$ cat config.mk
export PLATFORM = sky130hd
export DESIGN_NAME = mult_div_seq
export DESIGN_NICKNAME = d
export VERILOG_FILES = /design/src/rtl/cpu_pkg.sv /design/src/rtl/md_step.sv /design/src/rtl/mult_div_seq.sv
export SDC_FILE = /design/constraint.sdc
export NUM_CORES = 1
export LEC_CHECK = 0
export BUFFER_PORTS_ARGS = -buffer_cell sky130_fd_sc_hd__buf_2
export CORE_MARGIN = 2
export CORE_UTILIZATION = 30
export DETAILED_ROUTE_END_ITERATION = 10
export PLACE_DENSITY = 0.45
export SYNTH_ARGS = -nofsm -noshare
export SYNTH_HDL_FRONTEND = slang
export SYNTH_SLANG_ARGS = --single-unit
export TNS_END_PERCENT = 1
$ cat constraint.sdc
create_clock -name clk -period 7.7 [get_ports clk]
set_input_delay 0 -clock clk [delete_from_list [all_inputs] [get_ports clk]]
set_output_delay 0 -clock clk [all_outputs]
set_load 0.01 [all_outputs]
$ cat src/rtl/cpu_pkg.sv
// Shared definitions for the multicycle CPU datapath: multiply/divide state encoding,
// operation codes and the documented multiply/divide latency.
package cpu_pkg;

  localparam int unsigned MD_WIDTH   = 32;
  localparam int unsigned MD_LATENCY = MD_WIDTH + 2;

  localparam logic OP_MULT = 1'b0;
  localparam logic OP_DIV  = 1'b1;

  typedef enum logic [2:0] {
    StIdle   = 3'd0,
    StLoad   = 3'd1,
    StMulRun = 3'd2,
    StDivRun = 3'd3,
    StFinish = 3'd4
  } md_state_e;

endpackage

$ cat src/rtl/md_step.sv
// One iteration of the multiply/divide unit: a radix-2 Booth step or a restoring-division
// step on the shared working register, selected by op.
module md_step
  import cpu_pkg::*;
#(
  parameter int unsigned WIDTH = 32
) (
  input  logic             op,
  input  logic [WIDTH-1:0] opnd,
  input  logic [2*WIDTH:0] acc_in,
  output logic [2*WIDTH:0] acc_out
);

  logic [WIDTH:0]   upper;
  logic [WIDTH:0]   sum;
  logic [WIDTH:0]   rem_sh;
  logic [WIDTH-1:0] rem;
  logic [WIDTH-1:0] quo;
  logic [WIDTH-1:0] rem_new;
  logic [WIDTH-1:0] quo_new;
  logic             fits;

  always_comb begin
    // Booth add/sub is done one bit wider so adding -2^(W-1) cannot corrupt the shifted sign
    upper = {acc_in[2*WIDTH], acc_in[2*WIDTH:WIDTH+1]};
    sum   = upper;
    case (acc_in[1:0])
      2'b01:   sum = upper + {opnd[WIDTH-1], opnd};
      2'b10:   sum = upper - {opnd[WIDTH-1], opnd};
      default: sum = upper;
    endcase

    rem     = acc_in[2*WIDTH:WIDTH+1];
    quo     = acc_in[WIDTH:1];
    rem_sh  = {rem, quo[WIDTH-1]};
    fits    = rem_sh >= {1'b0, opnd};
    rem_new = fits ? WIDTH'(rem_sh - {1'b0, opnd}) : rem_sh[WIDTH-1:0];
    quo_new = {quo[WIDTH-2:0], fits};

    acc_out = (op == OP_DIV) ? {rem_new, quo_new, 1'b0} : {sum, acc_in[WIDTH:1]};
  end

endmodule

$ cat src/rtl/mult_div_seq.sv
// Iterative signed multiply/divide unit feeding HI/LO. Booth radix-2 multiply and restoring
// division on magnitudes, one step per cycle; results hold until the next completion.
module mult_div_seq
  import cpu_pkg::*;
#(
  parameter int unsigned WIDTH = 32
) (
  input  logic             clk,
  input  logic             reset,
  input  logic             start,
  input  logic             op,
  input  logic [WIDTH-1:0] a,
  input  logic [WIDTH-1:0] b,
  output logic             busy,
  output logic             done,
  output logic             div_zero,
  output logic [WIDTH-1:0] hi,
  output logic [WIDTH-1:0] lo
);

  localparam int unsigned CntW = $clog2(WIDTH) + 1;

  md_state_e        state_q;
  logic             op_q;
  logic             neg_quo_q;
  logic             neg_rem_q;
  logic [WIDTH-1:0] a_q;
  logic [WIDTH-1:0] b_q;
  logic [WIDTH-1:0] opnd_q;
  logic [2*WIDTH:0] acc_q;
  logic [2*WIDTH:0] step_out;
  logic [CntW-1:0]  cnt_q;

  logic [WIDTH-1:0] abs_a;
  logic [WIDTH-1:0] abs_b;
  logic [WIDTH-1:0] step_hi;
  logic [WIDTH-1:0] step_lo;
  logic [WIDTH-1:0] res_hi;
  logic [WIDTH-1:0] res_lo;

  // Magnitudes are unsigned W-bit, so |-2^(W-1)| is representable
  assign abs_a   = a_q[WIDTH-1] ? -a_q : a_q;
  assign abs_b   = b_q[WIDTH-1] ? -b_q : b_q;
  assign step_hi = step_out[2*WIDTH:WIDTH+1];
  assign step_lo = step_out[WIDTH:1];
  assign res_hi  = (op_q == OP_DIV && neg_rem_q) ? -step_hi : step_hi;
  assign res_lo  = (op_q == OP_DIV && neg_quo_q) ? -step_lo : step_lo;

  md_step #(
    .WIDTH(WIDTH)
  ) u_md_step (
    .op     (op_q),
    .opnd   (opnd_q),
    .acc_in (acc_q),
    .acc_out(step_out)
  );

  always_ff @(posedge clk or negedge reset) begin
    if (!reset) begin
      state_q   <= StIdle;
      op_q      <= OP_MULT;
      neg_quo_q <= 1'b0;
      neg_rem_q <= 1'b0;
      a_q       <= '0;
      b_q       <= '0;
      opnd_q    <= '0;
      acc_q     <= '0;
      cnt_q     <= '0;
      busy      <= 1'b0;
      done      <= 1'b0;
      div_zero  <= 1'b0;
      hi        <= '0;
      lo        <= '0;
    end else begin
      unique case (state_q)
        StIdle: begin
          if (start) begin
            div_zero <= 1'b0;
            op_q     <= op;
            if (op == OP_DIV && b == '0) begin
              div_zero <= 1'b1;
              done     <= 1'b1;
              state_q  <= StFinish;
            end else begin
              a_q     <= a;
              b_q     <= b;
              busy    <= 1'b1;
              state_q <= StLoad;
            end
          end
        end
        StLoad: begin
          cnt_q <= CntW'(WIDTH);
          if (op_q == OP_DIV) begin
            opnd_q    <= abs_b;
            acc_q     <= {{WIDTH{1'b0}}, abs_a, 1'b0};
            neg_quo_q <= a_q[WIDTH-1] ^ b_q[WIDTH-1];
            neg_rem_q <= a_q[WIDTH-1];
            state_q   <= StDivRun;
          end else begin
            opnd_q  <= a_q;
            acc_q   <= {{WIDTH{1'b0}}, b_q, 1'b0};
            state_q <= StMulRun;
          end
        end
        StMulRun, StDivRun: begin
          acc_q <= step_out;
          cnt_q <= cnt_q - 1'b1;
          if (cnt_q == CntW'(1)) begin
            busy    <= 1'b0;
            done    <= 1'b1;
            hi      <= res_hi;
            lo      <= res_lo;
            state_q <= StFinish;
          end
        end
        StFinish: begin
          done    <= 1'b0;
          state_q <= StIdle;
        end
        default: state_q <= StIdle;
      endcase
    end
  end

endmodule

# == Word level (Yosys, flattened, before mapping) ==
# Index checks and enable logic that the tools add are counted.
# op_classes
n_addsub,8
n_lt_le_gt_ge,1
eq_ne,11
n_mux,25
bitwise_logic,2
reduce_logical,16
# ops
op,n
32-bit 2-to-1 mux,6
65-bit one-hot mux with 2 select lines,1
32-bit negator,4
33-bit one-hot mux with 2 select lines,1
65-bit 2-to-1 mux,1
32-bit by 32-bit adder with 33-bit output,1
33-bit by 32-bit greater-or-equal comparator with 1-bit output,1
33-bit 2-to-1 mux,1
32-bit by 32-bit subtractor with 33-bit output,1
32-bit zero test,1
32-bit subtractor,1
6-bit one-hot mux with 2 select lines,1
3-bit 2-to-1 mux,3
3-bit one-hot mux with 3 select lines,1
1-bit 2-to-1 mux,8
"2-bit != test, second input constant",4
2-bit AND reduction,4
4-bit AND reduction,2
"3-bit by 2-bit equality test with 1-bit output, second input constant",2
"6-bit by 1-bit equality test with 1-bit output, second input constant",1
"6-bit by 1-bit subtractor with 6-bit output, second input constant",1
2-bit nonzero test,2
"3-bit by 1-bit equality test with 1-bit output, second input constant",1
"3-bit equality test, second input constant",1
11 further kinds,13
# word_totals
reg_bits,240
in_bits,68
out_inout_bits,67
elab_cells,77

# == Longest topological paths before layout ==
# Gate-level depths: netlist of run 1.
# logic_depth
depth_word,5
depth_mapped,23
depth_no_buf,21

# == Modules after synthesis ==
# From an unflattened synthesis of run 1, not the netlist that was laid out.
# hier_totals
cells_unflattened,2107
hier_area_um2,18179.9
# modules_own_cells
mod,n_inst,cells_each,area_each_um2,seq_area_each_um2
mult_div_seq,1,1291,12624.6,6005.8
md_step,1,816,5555.3,0.0

# == Worst setup path after synthesis of run 1 ==
# No wires, ideal clock.
# synth_timing
path_type,register -> register
startpoint,register op_q
endpoint,register hi[26]
setup_ns,0.122
arrival_ns,4.617
required_time_ns,7.578
setup_slack_ns,2.961
stages_incl_launch_ff,20
path_buffers,8
period_less_slack_ns,4.739
path_cell_list,dfrtp_1 > clkbuf_1 > buf_2 > buf_1 > buf_1 > buf_2 > clkbuf_1 > clkbuf_1 > clkbuf_1 > mux2i_1 > ha_1 > and2_1 > nand2_1 > a21oi_1 > a31oi_1 > a2111oi_4 > nand3_1 > nor4_2 > mux2i_1 > nand2_1
# synth_between
elab_chain_cells,3
word_cells_on_any_way,4
cone_classes,1 x add/sub; 2 x mux; 1 x reduce/logical
# synth_rtl
item,line_no,source
start: declaration,mult_div_seq.sv:24,logic op_q;
start signal: assignment,mult_div_seq.sv:79,op_q <= op;
65-bit 2-to-1 mux,md_step.sv:40,"acc_out = (op == OP_DIV) ? {rem_new, quo_new, 1'b0} : {sum, acc_in[WIDTH:1]};"
32-bit negator,mult_div_seq.sv:46,assign res_hi = (op_q == OP_DIV && neg_rem_q) ? -step_hi : step_hi;
32-bit 2-to-1 mux *,mult_div_seq.sv:46,
end signal: assignment,mult_div_seq.sv:112,hi <= res_hi;
end: declaration,mult_div_seq.sv:17,"output logic [WIDTH-1:0] hi,"
# Every way passes the cells marked *; elsewhere a longest branch is shown, timed or not.
# A chain may end at the register's enable or synchronous reset.

# == Worst setup path in the final report of run 1 ==
# layout_timing
startpoint,register opnd_q[1]
endpoint,register hi[30]
# layout_between
elab_chain_cells,5
word_cells_on_any_way,9
cone_classes,4 x add/sub; 1 x order compare; 4 x mux
# layout_rtl
item,line_no,source
start: declaration,mult_div_seq.sv:29,logic [WIDTH-1:0] opnd_q;
start signal: assignment,mult_div_seq.sv:95,opnd_q <= abs_b;
start signal: assignment,mult_div_seq.sv:101,opnd_q <= a_q;
32-bit by 32-bit subtractor with 33-bit output (tied with other cells),md_step.sv:29,"2'b10: sum = upper - {opnd[WIDTH-1], opnd};"
33-bit one-hot mux with 2 select lines / 32-bit 2-to-1 mux (equally long branches),"md_step.sv:27, md_step.sv:37",
65-bit 2-to-1 mux *,md_step.sv:40,
32-bit negator,mult_div_seq.sv:46,
32-bit 2-to-1 mux *,mult_div_seq.sv:46,
# Marked as above.

==> results of run 1 <==
-- Yosys cell counts, types with 33 or more instances --
cell type and number:
sky130_fd_sc_hd__xnor2_1 89, sky130_fd_sc_hd__ha_1 72, sky130_fd_sc_hd__a31oi_1 35, sky130_fd_sc_hd__clkbuf_1 115, sky130_fd_sc_hd__a21oi_1 179, sky130_fd_sc_hd__mux2_2 77, sky130_fd_sc_hd__o21ai_0 238, sky130_fd_sc_hd__inv_1 70
sky130_fd_sc_hd__a211oi_1 33, sky130_fd_sc_hd__nor2_1 155, sky130_fd_sc_hd__dfrtp_1 240, sky130_fd_sc_hd__nand3_1 37, sky130_fd_sc_hd__nor3_1 53, sky130_fd_sc_hd__xor2_1 86, sky130_fd_sc_hd__nand2_1 306, sky130_fd_sc_hd__o31ai_1 33
-- cell families after synthesis --
family	after synthesis	share of synthesized area, %
flops	240	32.3
buf+inv	208	4.34
mux	106	6.24
compound gates	723	24.6
simple gates	752	19.1
xor+xnor	175	8.25
fa+ha+maj	74	5.07
-- path summary, 6_finish.rpt --
| kind | start | end | slack (ns) | cells after the start |
|---|---|---|---|---|
| hold / removal | reset | opnd_q[18] | -0.05 | 2 |
| max in group asynchronous | reset | op_q | 6.15 | 3 |
| hold reg to reg | lo[22] | lo[22] | 0.47 | 2 |
| min in group clk | a[22] | a_q[22] | 0.16 | 3 |
| setup / recovery | opnd_q[1] | hi[30] | 1.44 | 19 |
| setup reg to reg | opnd_q[1] | hi[30] | 1.44 | 19 |
-- stage by stage --
stage / utilization [%] / area, um^2 / hold slack [ns]
6_report: 35.2 / 21600 / -0.0455
5_1_grt: 35.2 / 21600 / 0.0181
4_1_cts: 35.2 / 21600 / 0.00829
3_5_place_dp: 32.5 / 20000 / 0.0745
3_3_place_gp: 32.5 / 20000 / 0.0662
2_1_floorplan: - / 18600 / -0.296
-- cells in the final DEF (no fill, tap or decap), types with 72 or more instances in the layout --
master / instances
sky130_fd_sc_hd__dfrtp_1: 239
sky130_fd_sc_hd__o21ai_0: 238
sky130_fd_sc_hd__mux2_2: 77
sky130_fd_sc_hd__buf_2: 133
sky130_fd_sc_hd__ha_1: 72
sky130_fd_sc_hd__nor2_1: 155
sky130_fd_sc_hd__a21oi_1: 179
sky130_fd_sc_hd__xnor2_1: 89
sky130_fd_sc_hd__xor2_1: 86
sky130_fd_sc_hd__nand2_1: 306
-- worst max-delay path, cell delays in order (launching register included) --
cell,delay [ns]
sky130_fd_sc_hd__dfrtp_1,0.38
sky130_fd_sc_hd__inv_1,0.17
sky130_fd_sc_hd__nand4_1,0.26
sky130_fd_sc_hd__nor4_1,0.72
sky130_fd_sc_hd__and2_0,0.48
sky130_fd_sc_hd__a31oi_1,0.17
sky130_fd_sc_hd__xnor2_1,0.17
sky130_fd_sc_hd__ha_1,0.42
sky130_fd_sc_hd__nand3_1,0.16
sky130_fd_sc_hd__nor3_1,0.07
sky130_fd_sc_hd__a22o_1,0.24
sky130_fd_sc_hd__a2111oi_0,0.80
sky130_fd_sc_hd__or3_1,0.22
sky130_fd_sc_hd__a31oi_1,0.08
sky130_fd_sc_hd__o22ai_1,0.46
sky130_fd_sc_hd__nand4_1,0.34
sky130_fd_sc_hd__or4_1,0.49
sky130_fd_sc_hd__nor3_1,0.20
sky130_fd_sc_hd__mux2i_1,0.23
sky130_fd_sc_hd__nand2_1,0.07
-- state kept, by name, summed over array words and instances (netlist names) --
signal	count
a_q	32
hi	32
neg_rem_q	1
div_zero	1
state_q	3
b_q	32
op_q	1
neg_quo_q	1
done	1
lo	32
opnd_q	32
cnt_q	6
acc_q	65
busy	1
-- metal layers --
layer	GRT usage [%]	wire length, um
met5	0	13
met4	12.2	4490
met1	28.7	30700
met3	2.82	3940
met2	36.0	32700
-- final cells by class --
cell class,instances,share of cell area [%]
multi-input combinational,1830,54.5
sequential,240,27.8
clock inverter,6,0.324
tap,790,4.57
timing repair buffer,230,7.38
clock buffer,47,4.24
inverter,70,1.22
==> impl.org, run 1 <==
** STA
- Post-route minimum period :: 6.26 ns
- In the finished design, the share of the clock period the worst path needs comes to between 80% and 90%.
- The worst path meets setup with 1.44 ns of slack.
- Setup repair after global routing missed its margin :: no
- The total count of max-transition violations in the final report is 0.
- Timing would allow up to 0.160 GHz.
- At the pin with the least slew margin, the transition time is 1.23 ns.
- The tightest hold path in the finished design has a slack of -0.0455 ns.
- Number of hold violations in the final report :: 20
- In this run the tightest slew margin relative to its limit is between 10% and 20%.
- Post-route clock skew :: approximately 0.016 ns
- Summed over all failing endpoints, the final setup total negative slack is 0 ns.
- Setup violations remaining at the end of the flow were counted as 0.

** Placed design
- The congestion estimate from routability-driven global placement came to between 0.8 and 0.9.
- Post-Place Worst Slack :: ~1.6 ns
- Port buffering added 134 buffers.
- Total instance count after detailed placement :: just over 3k
- Total half-perimeter wirelength after legalization and detailed placement :: approximately 54 mm

** Global route
- The first global-routing pass estimated 108 mm of wire.
- Entering global routing, the biggest net connects around 160 pins.
- GRT overflow :: 0
- Global Route Usage Sum :: around 22%
- Via count of the first global-routing pass :: 17.5k
- Antenna violations before repair :: 4

** Worst hold path
- Hold WC Path Type :: input port to async pin

** Clock tree
- Hold Buf Count CTS :: 68
- Clock Tree Root :: sky130_fd_sc_hd__clkbuf_16
- Clock latency on the worst-skew pair, taken at its later pin, is ~0.6 ns.
- After clock tree synthesis, the setup repair step added 0 buffers.
- Number of buffers inserted during clock tree synthesis :: 31
- Post-CTS repair changed the size of 0 cells.
- Counting along the longest clock path gives a buffer depth of 3.
- TritonCTS built the clock tree.
- After clock tree synthesis, the clock-pin slew on the worst setup and hold paths is 0.06 ns.
- In this run the number of H-tree levels came out at 1.
- The clock drives 240 sinks.

** Layout
- Area growth, synth to finish :: 16.4%
- The number of antenna diodes in the final layout is 0.
- Multi-input combinational cell area :: between 10000 and 15000 um^2
- Final-layout fill cell count :: 6529
- The finished layout holds roughly 3.2k standard cells, fillers aside.
- The post-route netlist has between 10% and 20% of its cells at a drive strength greater than 1.
- Seq. cell area :: 6010 um^2
- After the last flow step, the layout net total stands at 2545.

** Logic synthesis
- When the netlist entered floorplanning its net count stood at about 2.4k.
- During synthesis, Yosys emitted a total of 0 warnings.
- Synth area leaders :: sky130_fd_sc_hd__dfrtp_1 (32%), sky130_fd_sc_hd__o21ai_0 (6.4%), sky130_fd_sc_hd__nand2_1 (6.2%)
- EDFF count, synth :: 0
- After synthesis, the netlist uses 94 different library cells.
- Summing the sequential cell areas from Yosys gives 32.3% of the chip area.
- The cell area that synthesis handed to floorplanning was about 19000 um^2.
- Synth top area share :: around 32%
- Synthesis produced 2278 cells.
- Most frequently used flop master after synthesis :: sky130_fd_sc_hd__dfrtp_1
- Of all cell types, the one taking the most synthesized area is sky130_fd_sc_hd__dfrtp_1.
- Counting flops and latches in the post-synthesis netlist gives 240.
- Counting flops with an async set or reset pin after synthesis yields a share of 100%.
- Avg Cell Area, Syn :: 8.15 um^2

** Die
- Number of placement rows :: 91
- IO Count :: about 140
- The initial utilization of the core area, before any placement, comes to 30.2%.
- In this run the standard cell core region covers between 60000 and 70000 um^2.
- Die outline area :: approximately 64000 um^2
- Die Ht :: ~250 um
- DIE WIDTH :: roughly 250 um

** Critical path
- The worst setup path is launched from a register.
- For the worst setup path, the data required time is about 8.2 ns.
- Worst Path Arrival :: ~6.7 ns
- Worst setup path class :: register to register
- Largest fanout on the critical path :: 11
- Kind of capture point of the worst setup path :: register

** Route
- In this run, the number of DRC markers left after iteration 0 of detailed routing was ~1.3k.
- In the final routed layout, each cell accounts on average for ~22 um.
- Iteration count of the initial detailed-routing pass :: 5
- The final layout contains routed wiring with a total length of 71.9 mm.
- Post-detailed-route DRC marker count :: 0
- Detailed routing inserted a total of about 18k vias.
- DRT antenna net count :: 0
- Via-to-Cell Ratio :: approximately 5.6

** Status
- Failing checks :: negative hold slack
- Run status :: finished, violations left

** Run
- Number of maximum-capacitance constraint violations :: 0
Power of run 1 is not shown: default switching activity piles up to over one toggle a cycle in this logic, so the estimate is an artifact.
==> inputs of run 2 (changes only) <==
clock period = 6.1 ns   (was 7.7 ns; I/O delays follow)
==> run 2 against run 1 <==
  * The run still ends with negative hold slack left
  * Clock-buffer cell count shrank 3
  * Via count grew 0.40%
  * Register-to-register slack lost 0.98 ns
  * Worst hold slack gained 0.034 ns
  * Setup slack lost 0.98 ns
  * Global-route usage grew 0.44 points
  * Highest routed layer is now met4
==> impl.org, run 2 (synthesized netlist as in run 1, its figures left out) <==
** Status
- Run status :: finished, violations left
- Failing checks :: negative hold slack

** STA
- Worst slew margin :: a little under a fifth
- FMAX :: 0.177 GHz
- Setup repair after global routing missed its margin :: no
- Setup violations remaining at the end of the flow were counted as 0.
- The final-report hold violation count came to 6.
- The total count of max-transition violations in the final report came to 0.
- Period utilization :: ~90%
- Post-route minimum period :: 5.64 ns
- After routing, the total negative slack on setup checks comes to 0 ns.
- For the final database, setup skew stands at about 0.048 ns.
- For the pin with the worst max-slew slack, the measured transition is about 1.2 ns.
- The tightest hold path in the finished design has a slack of -0.0119 ns.

** Placed design
- Number of port buffers :: ~130
- Once detailed placement completed, the half-perimeter wirelength came to about 56 mm.
- The placed instances occupy a cell area of around 20000 um^2.
- Routability-driven placement finished with a final weighted congestion of between 0.8 and 0.9.

** Critical path
- WP data required :: 6.56 ns
- Measured in cells, the most critical reg-to-reg path has a length of 20.
- In this run the critical register-to-register path is captured at hi[26].
- Worst setup path class :: register to register
- Worst Path Arrival :: just over 6 ns
- For this run, the slowest stage of the critical path takes between 0.6 and 0.7 ns.
- Kind of capture point of the worst setup path :: register
- Counting stages on the worst path, the most repeated cell is sky130_fd_sc_hd__nand2_1.
- In this run the worst path has a maximum fanout of 18.
- Cell with the largest stage delay on the worst path :: sky130_fd_sc_hd__a2111oi_4
- The worst register-to-register path begins at opnd_q[16].
- Crit path cell chain :: inv_1 > ha_1 > and4_1 > nor4b_1 > nand4_1 > nand2_2 > nor2_2 > nand2_1 > o21ai_0 > mux2i_1 > ha_1 > and2_1 > nand2_1 > a21oi_1 > a31oi_1 > a2111oi_4 > nand3_1 > nor4_2 > mux2i_1 > nand2_1
- Setup slack on the worst flop-to-flop path :: roughly 0.46 ns
- The worst setup path is launched from a register.

** Clock tree
- Clock sink count :: 240
- Clock transition time at the flip-flop clock pins of the worst setup and hold paths :: around 0.060 ns
- CTS HTree Levels :: 1
- Buffers from clock root to sink, at most :: 3
- Buffers inserted during clock tree synthesis total 30.
- Clock Tree Root :: sky130_fd_sc_hd__clkbuf_16
- Clock insertion delay at the later pin of the skew report :: slightly above 0.6 ns
- CTS tree :: yes

** Die
- Die outline area :: about 64000 um^2
- Starting density of the core :: 30.2%
- The floorplan has between 90 and 100 rows.
- The die is 253 um tall.
- For this design the top-level I/O count stands at between 100 and 150.
- The die is about 250 um wide.
- Standard cell core area :: about 61000 um^2

** Worst hold path
- Hold WC Path Type :: input port to async pin

** Global route
- Top Usage Layer GRT :: met2
- Global Route Usage Sum :: 22.6%
- Antenna violations before repair :: 1
- In the global route stage, met1 resource usage came out at between 20% and 30%.
- Met3 usage :: 2.56%
- Via count of the first global-routing pass :: around 18k
- GRT overflow :: 0
- First-pass GRT wire length :: between 100 and 150 mm
- Pin count of the biggest net entering global routing :: between 100 and 150
- Global routing consumed, on the met2 layer, between 30 and 40% of the routing resources.

** Route
- Number of vias in the routed layout :: between 15k and 20k
- Iteration count of the initial detailed-routing pass :: 8
- Wire per inst :: ~22 um
- DRT antenna net count :: 0
- After the first detailed-routing iteration, the DRC count stood at 1243.
- Post-detailed-route DRC marker count :: 0
- In the routed layout, each cell is associated on average with a via count of about 5.5.
- Post-Route WL :: between 70 and 80 mm

** Layout
- From synthesis to final layout, the design area changed by 17.7%.
- Leaving out fill and tap cells, the most frequent cell in the layout is sky130_fd_sc_hd__nand2_1.
- The post-route netlist has around 15% of its cells at a drive strength greater than 1.
- The final layout contains between 2k and 3k nets.
- Final instance area :: around 22000 um^2
- Ranked by flip-flop count, first place goes to acc_q.
- The register with the most flip-flops in the layout has between 60 and 70 of them.
- Commonest cells after routing, fill and taps aside :: sky130_fd_sc_hd__nand2_1 (306), sky130_fd_sc_hd__dfrtp_1 (239), sky130_fd_sc_hd__o21ai_0 (238)

** Run
- Number of maximum-capacitance constraint violations :: 0
run 2: cell count changes in the layout (fill, tap and decap cells not counted), sizes merged:
cell / before / now
buf: 162 / 193
bufinv: 1 / 2
clkbuf: 47 / 44
clkinv: 4 / 10
diode: 0 / 2
inv: 71 / 70
run 2: final cells by class:
type | instances | area [um^2]
Timing Repair Buffer | 261 | 1820
Clock inverter | 12 | 139
Clock buffer | 44 | 853
Antenna cell | 2 | 5.00
Tap cell | 790 | 988
Inverter | 70 | 263
Fill cell | 6483 | 39600
Multi-Input combinational cell | 1830 | 11800
Sequential cell | 240 | 6010
run 2: worst max-delay path, delay by kind of cell (launching register included):
kind	cells	cell delay, ns
and+or+nand+nor	11	2.68
AOI/OAI and AO/OA	4	0.93
adders and majority gates	2	0.75
muxes	2	0.57
DFF	1	0.47
buffers and inverters	1	0.11
run 2: worst max path at each step:
stage,startpoint,slack (ns),endpoint,cells past startpoint
floorplan,op_q,1.36,hi[26],19
global placement,opnd_q[15],0.35,hi[26],21
detailed placement,opnd_q[15],0.37,hi[26],21
CTS,opnd_q[15],0.30,hi[26],21
global route,opnd_q[16],0.09,hi[26],20
finish,opnd_q[16],0.46,hi[26],20
run 2: metal layers:
metal  wire [um]  part of all wire [%]
met1       31300                    43
met2       34700                    48
met3        3590                   4.9
met4        3220                   4.4
met5           0                     0
run 2: repair_timing:
item	in CTS	in global routing
resized for setup	0	1
endpoints found under the setup margin	0	2
setup buffers	0	3
hold buffers	68	0
hold endpoints to repair	162	0
run 2: through the flow:
step,hold WS (ns),utilization (%),worst slack (ns),cells
after floorplan,-0.296,-,1.36,2278
after global routing,0.0655,35.5,0.0866,3247
after CTS,0.0621,35.5,0.301,3244
final,-0.0119,35.5,0.461,3249
after detailed placement,0.101,32.8,0.367,3120
after global placement,0.107,32.8,0.351,3120
Power of run 2 is left out for the same reason.
